$ cat src/rtl/cajero_pkg.sv
// Shared key codes, debounce states and key map for the ATM keypad.
// Imported by teclado_scan and teclado_cajero.
package cajero_pkg;

  typedef logic [4:0] tecla_t;

  localparam tecla_t TECLA_0       = 5'd0;
  localparam tecla_t TECLA_1       = 5'd1;
  localparam tecla_t TECLA_2       = 5'd2;
  localparam tecla_t TECLA_3       = 5'd3;
  localparam tecla_t TECLA_4       = 5'd4;
  localparam tecla_t TECLA_5       = 5'd5;
  localparam tecla_t TECLA_6       = 5'd6;
  localparam tecla_t TECLA_7       = 5'd7;
  localparam tecla_t TECLA_8       = 5'd8;
  localparam tecla_t TECLA_9       = 5'd9;
  localparam tecla_t TECLA_A       = 5'hA;
  localparam tecla_t TECLA_B       = 5'hB;
  localparam tecla_t TECLA_C       = 5'hC;
  localparam tecla_t TECLA_D       = 5'hD;
  localparam tecla_t TECLA_ENTER   = 5'hE;
  localparam tecla_t TECLA_BORRAR  = 5'hF;
  // All 16 keys use 4-bit codes, so "no key" needs the fifth bit.
  localparam tecla_t TECLA_NINGUNA = 5'h10;

  typedef enum logic [1:0] {
    IDLE,
    DEBOUNCE,
    PRESSED
  } deb_t;

  // Indexed by {row, col}.
  localparam tecla_t MAPA [16] = '{
    TECLA_1,      TECLA_2, TECLA_3,     TECLA_A,
    TECLA_4,      TECLA_5, TECLA_6,     TECLA_B,
    TECLA_7,      TECLA_8, TECLA_9,     TECLA_C,
    TECLA_BORRAR, TECLA_0, TECLA_ENTER, TECLA_D
  };

  function automatic tecla_t tecla_de(
    input logic [1:0] r,
    input logic [1:0] c
  );
    return MAPA[{r, c}];
  endfunction

  function automatic logic es_digito(input tecla_t t);
    return t <= TECLA_9;
  endfunction

endpackage

$ cat src/rtl/teclado_scan.sv
// Keypad matrix scanner: row synchronizer, column rotation, row decode.
// Ports: clock/reset, columnas (out), filas (in), scan_valid, scan_code.
module teclado_scan
  import cajero_pkg::*;
#(
  parameter int SCAN_DIV = 1000
) (
  input  logic       clock,
  input  logic       reset,
  output logic [3:0] columnas,
  input  logic [3:0] filas,
  output logic       scan_valid,
  output logic [4:0] scan_code
);

  localparam int DW = (SCAN_DIV > 1) ? $clog2(SCAN_DIV) : 1;

  logic [DW-1:0] div;
  logic [1:0]    col;
  logic          last;
  logic [3:0]    f1, f2;
  logic          last_d1, last_d2;
  logic [1:0]    col_d1, col_d2;
  logic [1:0]    hits;
  tecla_t        code;

  logic [3:0] act;
  logic [2:0] n;
  logic [1:0] row;
  logic [1:0] base;
  logic [2:0] sum;
  logic [1:0] hits_nx;
  tecla_t     code_nx;
  tecla_t     fin;

  assign last     = (div == DW'(SCAN_DIV - 1));
  assign columnas = ~(4'b0001 << col);

  // Rows seen on the last dwell cycle come out of the
  // synchronizer two cycles later, so the column tag and the
  // sample strobe are delayed by the same amount.
  always_comb begin
    act = ~f2;
    n   = 3'd0;
    row = 2'd0;
    for (int r = 0; r < 4; r++) begin
      if (act[r]) begin
        n   = n + 3'd1;
        row = 2'(r);
      end
    end
    base    = (col_d2 == 2'd0) ? 2'd0 : hits;
    sum     = {1'b0, base} + n;
    hits_nx = (sum >= 3'd2) ? 2'd2 : sum[1:0];
    if (n == 3'd1)
      code_nx = tecla_de(row, col_d2);
    else if (col_d2 == 2'd0)
      code_nx = TECLA_NINGUNA;
    else
      code_nx = code;
    fin = (hits_nx == 2'd1) ? code_nx : TECLA_NINGUNA;
  end

  always_ff @(posedge clock or negedge reset) begin
    if (!reset) begin
      div        <= '0;
      col        <= 2'd0;
      f1         <= 4'hF;
      f2         <= 4'hF;
      last_d1    <= 1'b0;
      last_d2    <= 1'b0;
      col_d1     <= 2'd0;
      col_d2     <= 2'd0;
      hits       <= 2'd0;
      code       <= TECLA_NINGUNA;
      scan_valid <= 1'b0;
      scan_code  <= TECLA_NINGUNA;
    end else begin
      f1      <= filas;
      f2      <= f1;
      last_d1 <= last;
      last_d2 <= last_d1;
      col_d1  <= col;
      col_d2  <= col_d1;
      if (last) begin
        div <= '0;
        col <= col + 2'd1;
      end else begin
        div <= div + 1'b1;
      end
      scan_valid <= 1'b0;
      if (last_d2) begin
        hits <= hits_nx;
        code <= code_nx;
        if (col_d2 == 2'd3) begin
          scan_valid <= 1'b1;
          scan_code  <= fin;
        end
      end
    end
  end

endmodule

$ cat src/rtl/teclado_cajero.sv
// ATM keypad front-end: debounce, PIN digit strobes, amount entry.
// Ports: clock/reset, COLUMNAS/FILAS matrix, MODO_MONTO, DIGITO_*, MONTO_*.
module teclado_cajero
  import cajero_pkg::*;
#(
  parameter int SCAN_DIV     = 1000,
  parameter int DEBOUNCE_CNT = 4,
  parameter int MAX_DIG      = 8,
  parameter int MONTO_W      = 32
) (
  input  logic               clock,
  input  logic               reset,
  output logic [3:0]         COLUMNAS,
  input  logic [3:0]         FILAS,
  input  logic               MODO_MONTO,
  output logic               DIGITO_STB,
  output logic [3:0]         DIGITO,
  output logic               MONTO_STB,
  output logic [MONTO_W-1:0] MONTO
);

  localparam int CW  = $clog2(DEBOUNCE_CNT + 1);
  localparam int DCW = $clog2(MAX_DIG + 1);

  logic   scan_valid;
  tecla_t scan_code;

  teclado_scan #(
    .SCAN_DIV(SCAN_DIV)
  ) u_scan (
    .clock     (clock),
    .reset     (reset),
    .columnas  (COLUMNAS),
    .filas     (FILAS),
    .scan_valid(scan_valid),
    .scan_code (scan_code)
  );

  deb_t          st, st_nx;
  tecla_t        cand, cand_nx;
  logic [CW-1:0] cnt, cnt_nx;
  logic          ev;
  tecla_t        ev_code;

  always_ff @(posedge clock or negedge reset) begin
    if (!reset) begin
      st   <= IDLE;
      cand <= TECLA_NINGUNA;
      cnt  <= '0;
    end else begin
      st   <= st_nx;
      cand <= cand_nx;
      cnt  <= cnt_nx;
    end
  end

  always_comb begin
    st_nx   = st;
    cand_nx = cand;
    cnt_nx  = cnt;
    ev      = 1'b0;
    ev_code = cand;
    if (scan_valid) begin
      unique case (st)
        IDLE: begin
          if (scan_code != TECLA_NINGUNA) begin
            cand_nx = scan_code;
            if (DEBOUNCE_CNT <= 1) begin
              ev      = 1'b1;
              ev_code = scan_code;
              cnt_nx  = '0;
              st_nx   = PRESSED;
            end else begin
              cnt_nx = CW'(1);
              st_nx  = DEBOUNCE;
            end
          end
        end
        DEBOUNCE: begin
          if (scan_code == cand) begin
            if (cnt == CW'(DEBOUNCE_CNT - 1)) begin
              ev     = 1'b1;
              cnt_nx = '0;
              st_nx  = PRESSED;
            end else begin
              cnt_nx = cnt + 1'b1;
            end
          end else begin
            cnt_nx = '0;
            st_nx  = IDLE;
          end
        end
        PRESSED: begin
          // cnt counts consecutive empty scans toward release.
          if (scan_code == TECLA_NINGUNA) begin
            if (cnt == CW'(DEBOUNCE_CNT - 1)) begin
              cnt_nx = '0;
              st_nx  = IDLE;
            end else begin
              cnt_nx = cnt + 1'b1;
            end
          end else begin
            cnt_nx = '0;
          end
        end
        default: begin
          cnt_nx = '0;
          st_nx  = IDLE;
        end
      endcase
    end
  end

  logic [MONTO_W-1:0] acc;
  logic [DCW-1:0]     dcnt;
  logic               modo_q;
  logic [MONTO_W-1:0] acc_nx;

  assign acc_nx = (acc << 3) + (acc << 1)
                + MONTO_W'(ev_code[3:0]);

  // modo_q is the mode that was in force before any change seen
  // this cycle, so a coincident event uses the old mode.
  always_ff @(posedge clock or negedge reset) begin
    if (!reset) begin
      DIGITO_STB <= 1'b0;
      DIGITO     <= 4'd0;
      MONTO_STB  <= 1'b0;
      MONTO      <= '0;
      acc        <= '0;
      dcnt       <= '0;
      modo_q     <= 1'b0;
    end else begin
      DIGITO_STB <= 1'b0;
      MONTO_STB  <= 1'b0;
      modo_q     <= MODO_MONTO;
      if (ev) begin
        if (!modo_q) begin
          if (es_digito(ev_code)) begin
            DIGITO_STB <= 1'b1;
            DIGITO     <= ev_code[3:0];
          end
        end else begin
          unique case (1'b1)
            es_digito(ev_code): begin
              if (dcnt < DCW'(MAX_DIG)) begin
                acc  <= acc_nx;
                dcnt <= dcnt + 1'b1;
              end
            end
            (ev_code == TECLA_ENTER): begin
              if (dcnt != '0) begin
                MONTO     <= acc;
                MONTO_STB <= 1'b1;
                acc       <= '0;
                dcnt      <= '0;
              end
            end
            (ev_code == TECLA_BORRAR): begin
              acc  <= '0;
              dcnt <= '0;
            end
            default: ;
          endcase
        end
      end
      if (MODO_MONTO != modo_q) begin
        acc  <= '0;
        dcnt <= '0;
      end
    end
  end

endmodule

$ cat config.mk
export PLATFORM = sky130hd
export DESIGN_NAME = teclado_cajero
export DESIGN_NICKNAME = d
export VERILOG_FILES = /design/src/rtl/cajero_pkg.sv /design/src/rtl/teclado_scan.sv /design/src/rtl/teclado_cajero.sv
export SDC_FILE = /design/constraint.sdc
export NUM_CORES = 1
export LEC_CHECK = 0
export BUFFER_PORTS_ARGS = -buffer_cell sky130_fd_sc_hd__buf_2
export CAP_MARGIN = 20
export CELL_PAD_IN_SITES_DETAIL_PLACEMENT = 0
export CELL_PAD_IN_SITES_GLOBAL_PLACEMENT = 1
export CORE_UTILIZATION = 28
export CTS_BUF_LIST = sky130_fd_sc_hd__clkbuf_16
export DETAILED_ROUTE_END_ITERATION = 16
export PLACE_DENSITY = 0.58
export SYNTH_ARGS = -nofsm -noshare
export SYNTH_HDL_FRONTEND = slang
export SYNTH_SLANG_ARGS = --single-unit
$ cat constraint.sdc
create_clock -name clock -period 4.5 [get_ports clock]
set_input_delay 0.45 -clock clock [delete_from_list [all_inputs] [get_ports clock]]
set_output_delay 0.45 -clock clock [all_outputs]
set_load 0.1 [all_outputs]
==> results of run 1 <==
==> per-layer routing <==
metal / global-route usage / vias to the layer above
li1: - / 2793
met1: 0.189 / 2544
met2: 0.213 / 57
met3: 0.0347 / 14
met4: 0.0399 / 0
met5: 0 / -
==> power by group <==
part / switching, uW / total, uW / internal, uW
Sequential: 3.64 / 1130 / 1120
Clock: 577 / 1350 / 770
Combinational: 60.4 / 80.8 / 20.4
==> stage by stage <==
| stage | power, uW | worst slack, ns |
|---|---|---|
| 6_report | 2550 | 1.04 |
| 3_3_place_gp | 1230 | 1.08 |
| 2_1_floorplan | 1190 | 1.38 |
| 3_5_place_dp | 1230 | 1.03 |
| 5_1_grt | 2670 | 0.813 |
| 4_1_cts | 2610 | 1.00 |
==> sequential cells by signal, indices dropped and copies added, names as in the netlist, 2 cells and up <==
signal / flops
u_scan.col_d2: 2
u_scan.col: 2
dcnt: 4
cnt: 3
u_scan.code: 5
u_scan.f2: 4
acc: 32
MONTO: 32
u_scan.div: 10
DIGITO: 4
u_scan.hits: 2
cand: 5
u_scan.f1: 4
u_scan.scan_code: 5
u_scan.col_d1: 2
st: 2
==> layout by cell type, fill, tap and decap left out, types with 5 or more instances in the layout <==
cell type	count
nand2_1	172
nor2_1	43
dfstp_2	11
nand4_1	7
nor2b_1	5
inv_6	5
a21o_1	10
nor3_1	8
xnor2_1	21
xor2_1	20
ha_1	77
inv_1	34
a21oi_1	50
dfrtp_1	113
mux2_2	7
and3_1	7
a22o_1	12
o21ai_0	58
clkbuf_16	17
buf_2	47
nand3_1	22
==> cell type report <==
type	count	area (um2)	share of cell area
tap	330	413	0.0495
sequential	124	3120	0.374
clock inverter	15	141	0.0170
multi-input combinational	591	3830	0.460
clock buffer	17	425	0.0510
timing repair buffer	52	277	0.0332
inverter	34	128	0.0153
==> path summary, 6_finish.rpt <==
| path | from | to | slack [ns] | depth (start not counted) |
|---|---|---|---|---|
| worst min register to register | u_scan.col_d1[0] | u_scan.col_d2[0] | 0.35 | 0 |
| max in group asynchronous | reset | u_scan.scan_code[4] | 3.32 | 2 |
| worst max-delay path | cand[3] | acc[28] | 1.04 | 11 |
| worst min-delay path | reset | MONTO[10] | 0.12 | 1 |
| min in group clock | FILAS[1] | u_scan.f1[1] | 0.12 | 1 |
| worst max register to register | cand[3] | acc[28] | 1.04 | 11 |
==> kinds of logic after synthesis <==
group | count (synthesis) | synth area share
buffers and inverters | 64 | 0.0355
AOI/OAI and AO/OA | 174 | 0.152
DFF | 124 | 0.433
muxes | 10 | 0.0151
and+or+nand+nor | 286 | 0.172
xor gates and xnor gates | 41 | 0.0499
adders and majority gates | 80 | 0.142
==> flow_summary.json, run 1 <==
{
  "power.leakage_uw": 0.00424,
  "numPortBuffers": 48,
  "crit_required_ns": 4.79,
  "drc_errors": 0,
  "skew_ns": 0.00954,
  "synth_edf_count": 0,
  "gp_congestion": 0.810,
  "setup_viol": 0,
  "cp_slowest_stage_delay_ns": 0.53,
  "avgSynthCellArea_um2": 9.24,
  "final_area_um2": 8330,
  "diodes": 0,
  "drt_pass1_iterations": 4,
  "worst_slew_pin_slew_ns": 0.876,
  "outcome": "finished clean",
  "cp_top_family": "compound AO/OA/AOI/OAI gates",
  "synthArstFlopShare": 1.00,
  "route.met3.wl_um": 628,
  "met2_length_um": 7430,
  "fin_crit_sh": 0.768,
  "netlist_top_cells_count": "172 x nand2_1, 113 x dfrtp_1, 77 x ha_1",
  "cp.arrival_ns": 3.74,
  "maxSlewViolCount": 0,
  "row_count": 58,
  "postCtsSetupBuffers": 0,
  "power_density_nw_per_um2": 306,
  "yosys_warnings": 0,
  "path_class": "reg2reg",
  "vias": 5408,
  "slowest_stage": "fa_1",
  "finalWirelength_um": 16700,
  "layout.nets": 907,
  "coreArea_um2": 25200,
  "drt_iter0_markers": 291,
  "min_period_ns": 3.46,
  "drv_cap": 0,
  "ys.flop_type": "dfrtp_1",
  "slew_headroom": 0.416,
  "vias_per_cell": 4.65,
  "grt-ovfl-total": 0,
  "syn_area_um2": 7200,
  "clockBufferDepth": 2,
  "path_clk_slew_ns": 0.06,
  "drive_gt1_frac": 0.134,
  "worstPathMaxFanout": 5,
  "placed_cell_area_um2": 7770,
  "die_area_um2": 26300,
  "yosysSeqAreaShare": 0.433,
  "grt_pass1_vias": 5598,
  "hold_ws_ns": 0.118,
  "hpwl_um": 11600,
  "synth_top_area_cell": "dfrtp_1",
  "htree_num_levels": 4,
  "cts_buffers": 17,
  "placed_cells": 1131,
  "peakVddDrop_v": 0.000183,
  "layout.cells.non_filler": 1163,
  "cp-end-kind": "flop",
  "track_usage": 0.138,
  "hold_path.class": "in2async",
  "max_freq_mhz": 289,
  "ctsResizeCount": 0,
  "worstSkewPairLatency_ns": 0.42,
  "worstPathCellList": "inv_1, fa_1, inv_1, fa_1, a21o_1, a221o_1, a21oi_1, o21ai_1, a2111oi_2, xor2_1, o21ai_0",
  "cts_tree": "yes",
  "yosysTopAreaCellShare": 0.393,
  "synth_nets": 866,
  "antenna_left": 0,
  "route.layer.met1.wl_um": 8460,
  "die_x_um": 162,
  "grt_max_degree": 91,
  "hold_viol": 0,
  "clkSinkCount": 124,
  "finalSetupTns_ns": 0,
  "cts.root.buffer_cell": "clkbuf_16",
  "start_util": 0.286,
  "synth_cells": 779,
  "antenna_found_initial": 0,
  "die_y_um": 162,
  "holdBufCountCts": 0,
  "ios": 49,
  "ys_ff_latch": 124,
  "worstSetupStartpointType": "flop",
  "maxUsedRoutingLayer": "met4",
  "ys_types": 57,
  "wl_per_cell_um": 14.4,
  "fin_util": 0.331,
  "crit_buf_inv": 2,
  "synth_area_leaders": "dfrtp_1 39%, ha_1 13%, nand2_1 9.0%",
  "synth.most_common_cell": "nand2_1",
  "area_delta_synth_final_pct": 15.8,
  "rsz0062_at_grt": "no",
  "grt_pass1_wl_um": 28800,
  "nFillCells": 2657
}
(Power assumes the default switching activity.)
==> run 2: changes to the inputs <==
--- a/config.mk
+++ b/config.mk
@@ -12,7 +12,7 @@
 export CORE_UTILIZATION = 28
 export CTS_BUF_LIST = sky130_fd_sc_hd__clkbuf_16
 export DETAILED_ROUTE_END_ITERATION = 16
-export PLACE_DENSITY = 0.58
+export PLACE_DENSITY = 0.6
 export SYNTH_ARGS = -nofsm -noshare
 export SYNTH_HDL_FRONTEND = slang
 export SYNTH_SLANG_ARGS = --single-unit
==> constraint.sdc (replaced) <==
create_clock -name clock -period 2.9 [get_ports clock]
set_input_delay 0.29 -clock clock [delete_from_list [all_inputs] [get_ports clock]]
set_output_delay 0.29 -clock clock [all_outputs]
set_load 0.1 [all_outputs]
==> flow_summary.json, run 2 (synthesis results as in run 1) <==
{
  "maxSlewViolCount": 0,
  "drive_gt1_frac": 0.210,
  "finalSetupTns_ns": 0,
  "drc_errors": 0,
  "gr-usage-met1": 0.195,
  "min_from": "u_scan.col_d1[1]",
  "met2_usage": 0.219,
  "slew_headroom": 0.585,
  "finalWirelength_um": 17200,
  "final_area_um2": 8910,
  "cp.arrival_ns": 3.16,
  "clockBufferDepth": 2,
  "wl_per_cell_um": 14.1,
  "cts_buffers": 17,
  "coreArea_um2": 25200,
  "min_period_ns": 2.86,
  "gp_congestion": 0.822,
  "met3_usage": 0.0329,
  "hold_path.class": "reg2reg",
  "worstPathMaxFanout": 3,
  "drt_pass1_iterations": 4,
  "dp_slack_ns": -0.0679,
  "antenna_left": 0,
  "track_usage": 0.142,
  "power_density_nw_per_um2": 461,
  "fin_crit_sh": 0.987,
  "worstSkewPairLatency_ns": 0.43,
  "die_y_um": 162,
  "final_cell_mix": "172 x nand2_1, 113 x dfrtp_1, 72 x ha_1, 52 x o21ai_0, 47 x buf_2",
  "hold_viol": 0,
  "regToRegStartpoint": "acc[2]",
  "max_freq_mhz": 349,
  "worstSetupStartpointType": "flop",
  "drt_iter0_markers": 247,
  "busiest_layer": "met2",
  "htree_num_levels": 4,
  "peakVddDrop_v": 0.000255,
  "numPortBuffers": 48,
  "crit_required_ns": 3.20,
  "diodes": 0,
  "worst_slew_pin_slew_ns": 0.623,
  "path_class": "reg2reg",
  "placed_cell_area_um2": 8120,
  "ios": 49,
  "hpwl_um": 12300,
  "regToRegSetupSlack_ns": 0.04,
  "grt_pass1_vias": 5702,
  "drv_cap": 0,
  "cts_tree": "yes",
  "layout.cells.non_filler": 1213,
  "path_clk_slew_ns": 0.07,
  "top_regs": "MONTO: 32 flops, acc: 32 flops, u_scan.div: 10 flops",
  "worst_hold_path.num_cells": 0,
  "hold_ws_ns": 0.349,
  "vias": 5707,
  "vias_per_cell": 4.70,
  "final_common_cell": "nand2_1",
  "power.leakage_uw": 0.00453,
  "die_x_um": 162,
  "rsz0062_at_grt": "yes",
  "placed_cells": 1173,
  "grt_max_degree": 63,
  "min_to": "u_scan.col_d2[1]",
  "nFillCells": 2580,
  "clkSinkCount": 124,
  "grt-ovfl-total": 0,
  "setup_viol": 0,
  "die_area_um2": 26300,
  "antenna_found_initial": 0,
  "layout.nets": 957,
  "row_count": 58,
  "area_delta_synth_final_pct": 23.9,
  "cts.root.buffer_cell": "clkbuf_16",
  "start_util": 0.286,
  "skew_ns": 0.0108,
  "regToRegEndpoint": "acc[28]",
  "outcome": "finished clean",
  "cp-end-kind": "flop",
  "fin_ws_ns": 0.0377,
  "grt_pass1_wl_um": 29600,
  "reg2reg_depth": 11
}
[run 2: cell count changes in the layout (fill, tap and decap cells not counted), sizes merged]
cell,previous run,this run
dlygate4sd3,0,6
buf,52,96
clkinv,3,2
clkinvlp,4,1
bufinv,1,2
inv,41,44
[run 2: where the power goes]
part           switching, uW  internal (uW)
registers               5.78           1740
logic                   99.9           59.8
clock network            908           1300
total                   1010           3100
[run 2: worst max path at each step]
stage           start       to  slack [ns]  cells past startpoint
2_1_floorplan  acc[2]  acc[28]      -0.003                     11
3_3_place_gp   acc[2]  acc[30]       -0.03                     12
3_5_place_dp   acc[2]  acc[30]       -0.07                     12
4_1_cts        acc[2]  acc[30]       0.004                     12
5_1_grt        acc[2]  acc[28]       -0.11                     11
6_report       acc[2]  acc[28]        0.04                     11
[run 2: layout make-up]
class | count | area, um2 | share of cell area
timing repair buffer | 102 | 692 | 0.0776
multi-input combinational | 591 | 3970 | 0.445
clock inverter | 15 | 173 | 0.0194
tap | 330 | 413 | 0.0463
sequential | 124 | 3120 | 0.350
clock buffer | 17 | 425 | 0.0477
inverter | 34 | 128 | 0.0143
[run 2: worst max-delay path, stage by stage (launching register included)]
cell and delay, ns:
dfrtp_1 0.36, inv_2 0.06, fa_1 0.55, inv_2 0.05, fa_2 0.33, a21o_1 0.18, a221o_1 0.33, a21oi_2 0.19
o21ai_2 0.13, a2111oi_4 0.33, xor2_1 0.17, o21ai_1 0.07
[run 2: per-stage QoR]
| step | total power [uW] | utilization |
|---|---|---|
| 3_5_place_dp | 1930 | 0.322 |
| 6_report | 4110 | 0.354 |
| 2_1_floorplan | 1840 | - |
| 3_3_place_gp | 1930 | 0.322 |
| 5_1_grt | 4300 | 0.354 |
| 4_1_cts | 4190 | 0.349 |
[run 2: metal layers]
layer / up-vias / routed length [um]
met2: 66 / 7760
li1: 2894 / -
met5: - / 0
met1: 2732 / 8600
met3: 15 / 616
met4: 0 / 188
[run 2: repair_timing]
| action | 4_1_cts | 5_1_grt |
|---|---|---|
| gates cloned | 0 | 0 |
| endpoints found under the hold margin | 55 | 0 |
| setup endpoints to repair | 5 | 21 |
| resized for setup | 3 | 27 |
| pin swaps | 4 | 9 |
| hold buffers | 6 | 0 |
| buffers inserted | 0 | 2 |
==> run 3: changes to the inputs <==
--- a/config.mk
+++ b/config.mk
@@ -9,6 +9,7 @@
 export CAP_MARGIN = 20
 export CELL_PAD_IN_SITES_DETAIL_PLACEMENT = 0
 export CELL_PAD_IN_SITES_GLOBAL_PLACEMENT = 1
+export CORE_MARGIN = 5
 export CORE_UTILIZATION = 28
 export CTS_BUF_LIST = sky130_fd_sc_hd__clkbuf_16
 export DETAILED_ROUTE_END_ITERATION = 16
==> flow_summary.json, run 3 (synthesis results as in run 1) <==
{
  "power_density_nw_per_um2": 451,
  "drv_cap": 0,
  "coreArea_um2": 25300,
  "ios": 49,
  "grt_pass1_vias": 5750,
  "htree_num_levels": 4,
  "fin_crit_sh": 0.986,
  "peakVddDrop_v": 0.000281,
  "worstPathCellList": "inv_2, fa_1, inv_2, fa_2, a21o_1, a221o_1, a21oi_4, buf_6, nor3_2, or3_1, a32o_1",
  "rsz0062_at_grt": "yes",
  "crit_required_ns": 3.21,
  "start_util": 0.285,
  "finalWirelength_um": 17400,
  "cp.arrival_ns": 3.17,
  "grt-ovfl-total": 0,
  "maxSlewViolCount": 0,
  "area_delta_synth_final_pct": 23.7,
  "worst_slew_pin_slew_ns": 0.564,
  "drive_gt1_frac": 0.207,
  "track_usage": 0.126,
  "dp_slack_ns": -0.0337,
  "placed_cell_area_um2": 8110,
  "drt_pass1_iterations": 4,
  "hpwl_um": 12600,
  "worstPathMaxFanout": 2,
  "max_freq_mhz": 350,
  "slowest_stage": "fa_1",
  "numPortBuffers": 48,
  "nFillCells": 2637,
  "die_y_um": 170,
  "antenna_found_initial": 0,
  "antenna_left": 0,
  "skew_ns": 0.00906,
  "hold_path.class": "reg2reg",
  "power.leakage_uw": 0.00451,
  "setup_viol": 0,
  "layout.nets": 959,
  "diodes": 0,
  "layout.cells.non_filler": 1215,
  "cp_top_family": "compound AO/OA/AOI/OAI gates",
  "grt_max_degree": 59,
  "wl_per_cell_um": 14.3,
  "path_clk_slew_ns": 0.07,
  "finalSetupTns_ns": 0,
  "worstSkewPairLatency_ns": 0.42,
  "placed_cells": 1173,
  "slew_headroom": 0.624,
  "min_period_ns": 2.86,
  "final_common_cell": "nand2_1",
  "gp_congestion": 0.810,
  "crit_buf_inv": 3,
  "cts.root.buffer_cell": "clkbuf_16",
  "die_x_um": 170,
  "top_regs": "MONTO: 32 flops, acc: 32 flops, u_scan.div: 10 flops",
  "drc_errors": 0,
  "die_area_um2": 29000,
  "final_cell_mix": "172 x nand2_1, 113 x dfrtp_1, 74 x ha_1, 52 x o21ai_0, 48 x buf_4",
  "cp-end-kind": "flop",
  "grt_pass1_wl_um": 30000,
  "hold_viol": 0,
  "outcome": "finished clean",
  "drt_iter0_markers": 349,
  "vias_per_cell": 4.68,
  "worstSetupStartpointType": "flop",
  "cpMostUsedCell": "inv_2",
  "clockBufferDepth": 2,
  "clkSinkCount": 124,
  "fin_util": 0.352,
  "path_class": "reg2reg",
  "cts_tree": "yes",
  "cp_slowest_stage_delay_ns": 0.54,
  "vias": 5682,
  "cts_buffers": 17,
  "fin_ws_ns": 0.0413,
  "row_count": 58,
  "final_area_um2": 8900
}
[run 3: cell types whose count changed in the layout (fill, tap and decap cells not counted), sizes merged]
cell / before / now
inv: 44 / 42
clkinv: 2 / 3
clkinvlp: 1 / 3
bufinv: 2 / 1
buf: 96 / 98
[run 3: area by class of cell]
type | instances | area (um2) | share of cell area
inverter | 34 | 128 | 0.0143
multi-input combinational | 591 | 3970 | 0.446
sequential | 124 | 3120 | 0.350
clock inverter | 15 | 153 | 0.0172
tap | 330 | 413 | 0.0464
timing repair buffer | 104 | 698 | 0.0784
clock buffer | 17 | 425 | 0.0478
[run 3: what timing repair did]
action / in CTS / in global routing
hold endpoints to repair: 55 / 0
hold buffers: 6 / 0
buffers inserted: 0 / 4
pin swaps: 4 / 5
gates resized for setup: 1 / 27
endpoints found under the setup margin: 3 / 18
[run 3: report_power, final]
part / internal (uW) / total (uW) / switching [uW]
registers: 1740 / 1750 / 5.81
clock network: 1210 / 2110 / 904
logic: 57.2 / 157 / 100
[run 3: routing by layer]
| metal | share of wire | GRT usage | up-vias | routed length, um |
|---|---|---|---|---|
| met5 | 0 | 0 | - | 0 |
| met4 | 0.010 | 0.0337 | 0 | 178 |
| met3 | 0.045 | 0.0328 | 13 | 783 |
| met2 | 0.44 | 0.197 | 86 | 7730 |
| met1 | 0.50 | 0.175 | 2681 | 8730 |
| li1 | - | - | 2902 | - |
[run 3: worst paths after layout]
| check | start | cells after the start | slack [ns] | endpoint |
|---|---|---|---|---|
| hold reg to reg | u_scan.col_d1[1] | 0 | 0.35 | u_scan.col_d2[1] |
| max in group asynchronous | reset | 3 | 1.75 | cand[4] |
| setup / recovery | acc[2] | 11 | 0.04 | acc[24] |
| min in group asynchronous | reset | 2 | 0.40 | MONTO[9] |
| setup reg to reg | acc[2] | 11 | 0.04 | acc[24] |
| hold / removal | u_scan.col_d1[1] | 0 | 0.35 | u_scan.col_d2[1] |
[run 3: metrics by stage]
| stage | power [uW] | hold slack, ns |
|---|---|---|
| 4_1_cts | 4100 | 0.352 |
| 3_5_place_dp | 1930 | 0.305 |
| 5_1_grt | 4200 | 0.361 |
| 2_1_floorplan | 1840 | -0.00559 |
| 3_3_place_gp | 1930 | 0.311 |
| 6_report | 4020 | 0.350 |
